`src/rtl/frog_pkg.sv`:
```
// Shared types and screen geometry for the frog controller and sprite generators.
// Latency: n/a (types and constants only).
// Backpressure: n/a.
package frog_pkg;

    typedef enum logic [1:0] {IDLE, HOP, DEAD, OVER} frog_state_t;
    typedef enum logic [1:0] {UP, DOWN, LEFT, RIGHT} dir_t;

    localparam int POS_W         = 10;
    localparam int SCREEN_W      = 640;
    localparam int SCREEN_H      = 480;
    localparam int DEF_STEP      = 32;
    localparam int DEF_FROG_SIZE = 32;

endpackage

```
`src/rtl/frame_tick_counter.sv`:
```
// Counts enabled frame ticks and flags the N-th one, then wraps to zero.
// Latency: o_done is combinational on the N-th enabled cycle.
// Backpressure: none; i_clr holds the count at zero.
module frame_tick_counter #(
    parameter int N  = 4,
    parameter int CW = $clog2(N + 1)
) (
    input  logic i_clk,
    input  logic i_reset,
    input  logic i_en,
    input  logic i_clr,
    output logic o_done
);

    logic [CW-1:0] r_count;

    assign o_done = i_en && (r_count == CW'(N - 1));

    // Count enabled ticks, restarting at zero on clear or once N is reached.
    always_ff @(posedge i_clk) begin
        if (i_reset || i_clr) begin
            r_count <= '0;
        end else if (i_en) begin
            r_count <= o_done ? '0 : r_count + CW'(1);
        end
    end

endmodule

```
`src/rtl/frog_move_ctrl.sv`:
```
// Player frog sequencer: button hops animated over frames, death/respawn, lives, goal scoring.
// Latency: all outputs registered; button to first motion within 2 frame ticks.
// Backpressure: one-deep pending direction, later presses overwrite earlier ones.
module frog_move_ctrl
    import frog_pkg::*;
#(
    parameter int STEP         = DEF_STEP,
    parameter int HOP_FRAMES   = 4,
    parameter int START_X      = 304,
    parameter int START_Y      = 448,
    parameter int MAX_X        = SCREEN_W - DEF_FROG_SIZE,
    parameter int MAX_Y        = SCREEN_H - DEF_FROG_SIZE,
    parameter int GOAL_Y       = 0,
    parameter int LIVES        = 3,
    parameter int DEATH_FRAMES = 60,
    parameter int FROG_SIZE    = DEF_FROG_SIZE
) (
    input  logic             clk,
    input  logic             reset,
    input  logic             frame_tick,
    input  logic             btn_up,
    input  logic             btn_down,
    input  logic             btn_left,
    input  logic             btn_right,
    input  logic             hit,
    output logic [POS_W-1:0] frog_x,
    output logic [POS_W-1:0] frog_y,
    output logic [POS_W-1:0] frog_size,
    output logic             frog_dead,
    output logic [1:0]       lives,
    output logic             game_over,
    output logic             score_pulse
);

    if (STEP % HOP_FRAMES != 0) begin : g_bad_step
        $error("STEP must be divisible by HOP_FRAMES");
    end

    localparam logic [POS_W:0]   P_STEP  = (POS_W+1)'(STEP);
    localparam logic [POS_W:0]   P_MAX_X = (POS_W+1)'(MAX_X);
    localparam logic [POS_W:0]   P_MAX_Y = (POS_W+1)'(MAX_Y);
    localparam logic [POS_W-1:0] P_DELTA = POS_W'(STEP / HOP_FRAMES);
    localparam logic [POS_W-1:0] P_SX    = POS_W'(START_X);
    localparam logic [POS_W-1:0] P_SY    = POS_W'(START_Y);
    localparam logic [POS_W-1:0] P_GOAL  = POS_W'(GOAL_Y);

    frog_state_t      r_state, w_nxt_state;
    dir_t             r_pend_dir, w_nxt_pend_dir, r_hop_dir, w_nxt_hop_dir, w_btn_dir;
    logic             r_pend_vld, w_nxt_pend_vld;
    logic [POS_W-1:0] r_x, r_y, w_nxt_x, w_nxt_y, w_step_x, w_step_y;
    logic [1:0]       r_lives, w_nxt_lives;
    logic             r_dead, r_over, r_score, w_nxt_score;
    logic             w_any_btn, w_in_bounds, w_hop_done, w_death_done;

    assign w_any_btn = btn_up | btn_down | btn_left | btn_right;
    assign w_btn_dir = btn_up ? UP : btn_down ? DOWN : btn_left ? LEFT : RIGHT;

    frame_tick_counter #(.N(HOP_FRAMES)) u_hop_cnt (
        .i_clk   (clk),
        .i_reset (reset),
        .i_en    ((r_state == HOP) && frame_tick && !hit),
        .i_clr   (r_state != HOP),
        .o_done  (w_hop_done)
    );

    frame_tick_counter #(.N(DEATH_FRAMES)) u_death_cnt (
        .i_clk   (clk),
        .i_reset (reset),
        .i_en    ((r_state == DEAD) && frame_tick),
        .i_clr   (r_state != DEAD),
        .o_done  (w_death_done)
    );

    // Range check of the pending hop, done before any subtraction so nothing wraps.
    always_comb begin
        w_in_bounds = 1'b0;
        case (r_pend_dir)
            UP:    w_in_bounds = {1'b0, r_y} >= P_STEP;
            DOWN:  w_in_bounds = ({1'b0, r_y} + P_STEP) <= P_MAX_Y;
            LEFT:  w_in_bounds = {1'b0, r_x} >= P_STEP;
            RIGHT: w_in_bounds = ({1'b0, r_x} + P_STEP) <= P_MAX_X;
            default: w_in_bounds = 1'b0;
        endcase
    end

    // One animation step toward the target in the latched hop direction.
    always_comb begin
        w_step_x = r_x;
        w_step_y = r_y;
        case (r_hop_dir)
            UP:    w_step_y = r_y - P_DELTA;
            DOWN:  w_step_y = r_y + P_DELTA;
            LEFT:  w_step_x = r_x - P_DELTA;
            RIGHT: w_step_x = r_x + P_DELTA;
            default: ;
        endcase
    end

    // Next-state, pending, position and lives; hit overrides ticks and goal.
    always_comb begin
        w_nxt_state    = r_state;
        w_nxt_pend_vld = r_pend_vld;
        w_nxt_pend_dir = r_pend_dir;
        w_nxt_hop_dir  = r_hop_dir;
        w_nxt_x        = r_x;
        w_nxt_y        = r_y;
        w_nxt_lives    = r_lives;
        w_nxt_score    = 1'b0;
        case (r_state)
            IDLE, HOP: begin
                if (hit) begin
                    w_nxt_state    = DEAD;
                    w_nxt_pend_vld = 1'b0;
                end else begin
                    if (r_state == IDLE && frame_tick && r_pend_vld) begin
                        w_nxt_pend_vld = 1'b0;
                        if (w_in_bounds) begin
                            w_nxt_hop_dir = r_pend_dir;
                            w_nxt_state   = HOP;
                        end
                    end
                    if (r_state == HOP && frame_tick) begin
                        w_nxt_x = w_step_x;
                        w_nxt_y = w_step_y;
                        if (w_hop_done) begin
                            w_nxt_state = IDLE;
                            if (r_hop_dir == UP && w_step_y == P_GOAL) begin
                                w_nxt_score = 1'b1;
                                w_nxt_x     = P_SX;
                                w_nxt_y     = P_SY;
                            end
                        end
                    end
                    if (w_any_btn) begin
                        w_nxt_pend_vld = 1'b1;
                        w_nxt_pend_dir = w_btn_dir;
                    end
                end
            end
            DEAD: begin
                if (w_death_done) begin
                    if (r_lives <= 2'd1) begin
                        w_nxt_lives = 2'd0;
                        w_nxt_state = OVER;
                    end else begin
                        w_nxt_lives = r_lives - 2'd1;
                        w_nxt_x     = P_SX;
                        w_nxt_y     = P_SY;
                        w_nxt_state = IDLE;
                    end
                end
            end
            OVER: begin
                w_nxt_pend_vld = 1'b0;
            end
            default: w_nxt_state = IDLE;
        endcase
    end

    // State and output registers; status flags follow the next state so they align with it.
    always_ff @(posedge clk) begin
        if (reset) begin
            r_state    <= IDLE;
            r_pend_vld <= 1'b0;
            r_pend_dir <= UP;
            r_hop_dir  <= UP;
            r_x        <= P_SX;
            r_y        <= P_SY;
            r_lives    <= 2'(LIVES);
            r_dead     <= 1'b0;
            r_over     <= 1'b0;
            r_score    <= 1'b0;
        end else begin
            r_state    <= w_nxt_state;
            r_pend_vld <= w_nxt_pend_vld;
            r_pend_dir <= w_nxt_pend_dir;
            r_hop_dir  <= w_nxt_hop_dir;
            r_x        <= w_nxt_x;
            r_y        <= w_nxt_y;
            r_lives    <= w_nxt_lives;
            r_dead     <= (w_nxt_state == DEAD);
            r_over     <= (w_nxt_state == OVER);
            r_score    <= w_nxt_score;
        end
    end

    assign frog_x      = r_x;
    assign frog_y      = r_y;
    assign frog_size   = POS_W'(FROG_SIZE);
    assign frog_dead   = r_dead;
    assign lives       = r_lives;
    assign game_over   = r_over;
    assign score_pulse = r_score;

endmodule

```
`config.mk`:
```
export PLATFORM = sky130hd
export DESIGN_NAME = frog_move_ctrl
export DESIGN_NICKNAME = d
export VERILOG_FILES = /design/src/rtl/frog_pkg.sv /design/src/rtl/frame_tick_counter.sv /design/src/rtl/frog_move_ctrl.sv
export SDC_FILE = /design/constraint.sdc
export NUM_CORES = 1
export LEC_CHECK = 0
export CORE_ASPECT_RATIO = 1.1
export CORE_MARGIN = 1
export CORE_UTILIZATION = 35
export CTS_CLUSTER_DIAMETER = 30
export DETAILED_ROUTE_END_ITERATION = 10
export PLACE_DENSITY = 0.63
export SLEW_MARGIN = 10
export SYNTH_ARGS = -nofsm -noshare
export SYNTH_HDL_FRONTEND = slang
export SYNTH_HIERARCHICAL = 1
export SYNTH_SLANG_ARGS = --single-unit
```
`constraint.sdc`:
```
create_clock -name clk -period 3.3 [get_ports clk]
set_input_delay 0.66 -clock clk [delete_from_list [all_inputs] [get_ports clk]]
set_output_delay 0.66 -clock clk [all_outputs]
set_load 0.05 [all_outputs]
```
==> metrics.csv <==
stage,metric,value,unit
layout,nets@finish,339,
global_routing,first-pass GRT wire length,8.52,mm
place,GP Congestion,0.805,
power_and_ir_drop,leakage component of the power,1.09,nW
min_path,Hold Path Class,reg2reg,
detailed_routing,remaining number of nets flagged by the antenna check after routing,0,
global_routing,Overall Global Routing Usage,0.156,
detailed_routing,post-detailed-route via-to-cell ratio,5.15,
detailed_routing,routed via count,2044,
place,Placed Area,2680,µm²
layout,summed area of non-filler cells in the final layout,2770,µm²
worst_setup_path,peak fanout along the critical path,7,
clock_network,maximum clock insertion buffer count,2,
run,max-capacitance violation count,0,
die,row count,31,
die,Die Y-Extent,88.5,µm
yosys,Yosys top cell by area,dfxtp_1,
yosys,Netlist Area Pre-Place,2380,µm²
layout,"leading cell type in the layout, fill and taps excluded",dfxtp_1,
detailed_routing,first-pass detailed-route iteration total,4,
die,horizontal extent of the die,80.7,µm
yosys,simple-gate share of the synthesized area,0.262,
clock_network,clock edge transition at the registers on the reported setup and hold paths,0.07,ns
timing,remaining max-slew budget at the tightest pin,0.667,
timing,final worst path period share,0.822,
clock_network,number of gates given a new drive strength after cts,0,
clock_network,hold buffer count at cts,0,
worst_setup_path,data required time of the critical path,3.49,ns
clock_network,H-Tree Level Count,2,
yosys,leading cell types by total area after synthesis,"dfxtp_1 29%, ha_1 7.4%, buf_4 5.0%, a21oi_1 4.8%, nor2_1 4.6%",
timing,total negative slack,0,ns
yosys,number of flops mapped to enable cells by yosys,0,
detailed_routing,WL per Instance,13.0,µm
timing,min Tclk post-route,2.71,ns
global_routing,global route overflow,0,
yosys,proportion of synthesized chip area in sequential cells,0.294,
yosys,flop and latch count out of synthesis,35,
global_routing,number of antenna violations at the first check in global routing,0,
power_and_ir_drop,maximum VDD drop,217,µV
die,initial core utilization,0.361,
yosys,main combinational cell family by area after synthesis,simple AND/OR/NAND/NOR gates,
yosys,fraction of synthesized area in multiplexers,0.0257,
run_status,outcome,"finished, final reports clean",
layout,"top library cells by usage in the layout, fill and taps aside","35 x dfxtp_1, 29 x nor2_1, 26 x clkdlybuf4s50_1, 23 x a21oi_1, 17 x nand2_1",
yosys,prevailing post-synth register cell,dfxtp_1,
worst_setup_path,launching element type of the critical path,input port,
clock_network,post-CTS setup repair buffer count,0,
clock_network,CTS tree,yes,
yosys,Syn Inst Count,287,
layout,fraction of final layout cells with drive strength greater than 1,0.0730,
yosys,xor and xnor fraction of the mapped netlist area,0.0368,
place,Port Buf Inserts,26,
yosys,number of warnings printed during yosys synthesis,6,
worst_setup_path,r2r endpoint,frog_x[3],
min_path,Worst Min Path Start,u_death_cnt/r_count[4],
yosys,post-synthesis async set-or-reset flop share,0,
yosys,portion of synthesized cell area occupied by the leading cell type,0.294,
worst_setup_path,worst setup slack for register-to-register paths,0.61,ns
detailed_routing,DRC Markers,0,
timing,endpoints failing hold,0,
die,CORE AREA,6590,µm²
yosys,Adder-Cell Fraction of Synth Area,0.0903,
global_routing,via count of the first global-routing pass,1743,
yosys,"synthesized-area fraction occupied by ao, oa, aoi and oai cells",0.203,
timing,Worst Max-Slew Pin Slew,0.499,ns
worst_setup_path,source of the worst register-to-register timing path,r_hop_dir[1],
clock_network,Clock Tree Root,clkbuf_8,
clock_network,number of buffers added by the clock tree synthesis step,5,
power_and_ir_drop,PD cells,306,nW/µm²
yosys,mean area per synthesized cell,8.30,µm²
layout,synthesis-to-finish area growth,16.1,%
worst_setup_path,kind of capture point of the worst setup path,flop,
detailed_routing,wire length after detailed routing,5.18,mm
worst_setup_path,Worst Reg-to-Reg Cells,8,
timing,setup repair after global routing missed its margin,no,
clock_network,latest clock arrival within the worst-skew pair,0.28,ns
layout,Antenna Cells,0,
die,die area,7140,µm²
timing,worst clock skew,0.00413,ns
timing,Max Freq,369,MHz
detailed_routing,DRC marker count from the first detailed-route iteration,142,
place,Final HPWL DP,3.94,mm
clock_network,number of clock sinks,35,
timing,count of final max-slew check failures,0,
yosys,library cells used by synthesis,65,
worst_setup_path,Setup CP Type,in2reg,
global_routing,maximum number of pins on one net before global-route repair,18,
worst_setup_path,source of the critical timing path,hit,
worst_setup_path,end of the critical path,frog_x[3],
die,top-level port count,43,
timing,number of setup violations in the final report,0,
worst_setup_path,worst path arrival time,2.90,ns
[area by class of cell]
| cell class | count | area (µm²) |
|---|---|---|
| Clock inverter | 1 | 5.00 |
| Multi-Input combinational cell | 230 | 1530 |
| Inverter | 12 | 45.0 |
| Tap cell | 82 | 103 |
| Timing Repair Buffer | 31 | 298 |
| Fill cell | 670 | 3830 |
| Clock buffer | 6 | 82.6 |
| Sequential cell | 35 | 701 |
[critical path, stage by stage]
cell	delay, ns
clkdlybuf4s50_1	0.43
nor2_1	0.18
nand3_1	0.13
inv_2	0.15
nand2_1	0.08
nor2_1	0.14
nor2b_1	0.15
nand4_1	0.10
a21oi_1	0.21
o2111ai_2	0.17
a22o_1	0.30
a21o_1	0.20
[cells by family after synthesis]
| group | Yosys count |
|---|---|
| compound gates | 70 |
| xor+xnor | 10 |
| fa+ha+maj | 16 |
| buf+inv | 36 |
| flops | 35 |
| mux | 6 |
| other cells | 2 |
| simple gates | 112 |
[metal layers]
layer / vias up / GRT usage / part of all wire
li1: 1060 / - / -
met1: 933 / 0.219 / 0.48
met2: 47 / 0.248 / 0.48
met3: 4 / 0.0278 / 0.031
met4: 0 / 0.0390 / 0.0073
met5: - / 0 / 0
[registers in the layout, indices dropped and copies added, names as in the netlist, 2 cells and up]
register and count:
r_pend_dir 2, lives 2, frog_y 7, r_state 2, frog_x 7, u_death_cnt/r_count 6
u_hop_cnt/r_count 3, r_hop_dir 2
[where the power goes]
group          total, mW  internal, mW  switching, mW
Combinational     0.0988        0.0272         0.0716
Clock              0.314         0.164          0.151
Sequential         0.433         0.427        0.00565
Total              0.846         0.618          0.228
[metrics by stage]
stage / std cells / util / worst slack (ns) / power (mW) / hold WS [ns]
after floorplan: 301 / - / 0.523 / 0.534 / 0.440
after global placement: 390 / 0.406 / 0.358 / 0.541 / 0.464
after detailed placement: 390 / 0.406 / 0.312 / 0.541 / 0.473
after CTS: 397 / 0.419 / 0.605 / 0.854 / 0.483
after global routing: 397 / 0.419 / 0.367 / 0.882 / 0.513
final: 397 / 0.419 / 0.589 / 0.846 / 0.474
[worst min path at each step]
stage | endpoint | slack, ns | cells past startpoint
4_1_cts | u_death_cnt/r_count[4] | 0.48 | 2
5_1_grt | u_death_cnt/r_count[4] | 0.51 | 2
3_3_place_gp | u_death_cnt/r_count[4] | 0.46 | 2
2_1_floorplan | u_death_cnt/r_count[4] | 0.44 | 2
6_report | u_death_cnt/r_count[4] | 0.47 | 2
3_5_place_dp | u_death_cnt/r_count[4] | 0.47 | 2
[synth_stat cells (2+ instances only)]
cell type,n
nor2b_1,4
o2bb2ai_1,3
inv_1,11
a31oi_1,5
nor2_1,29
nor3_1,9
and2_1,2
buf_4,16
a211o_1,2
xor2_1,9
nand2b_1,13
fa_1,2
a21o_1,5
nand3b_1,2
nand4_1,3
a21oi_1,23
o21ai_0,5
nand3_1,12
o31ai_1,2
clkbuf_1,7
or4_1,2
o21ai_1,3
nand2_1,17
mux2i_1,5
o2111ai_1,3
conb_1,2
or3_1,3
nor4b_4,2
dfxtp_1,35
and3_1,3
ha_1,14
(Power assumes the default switching activity.)
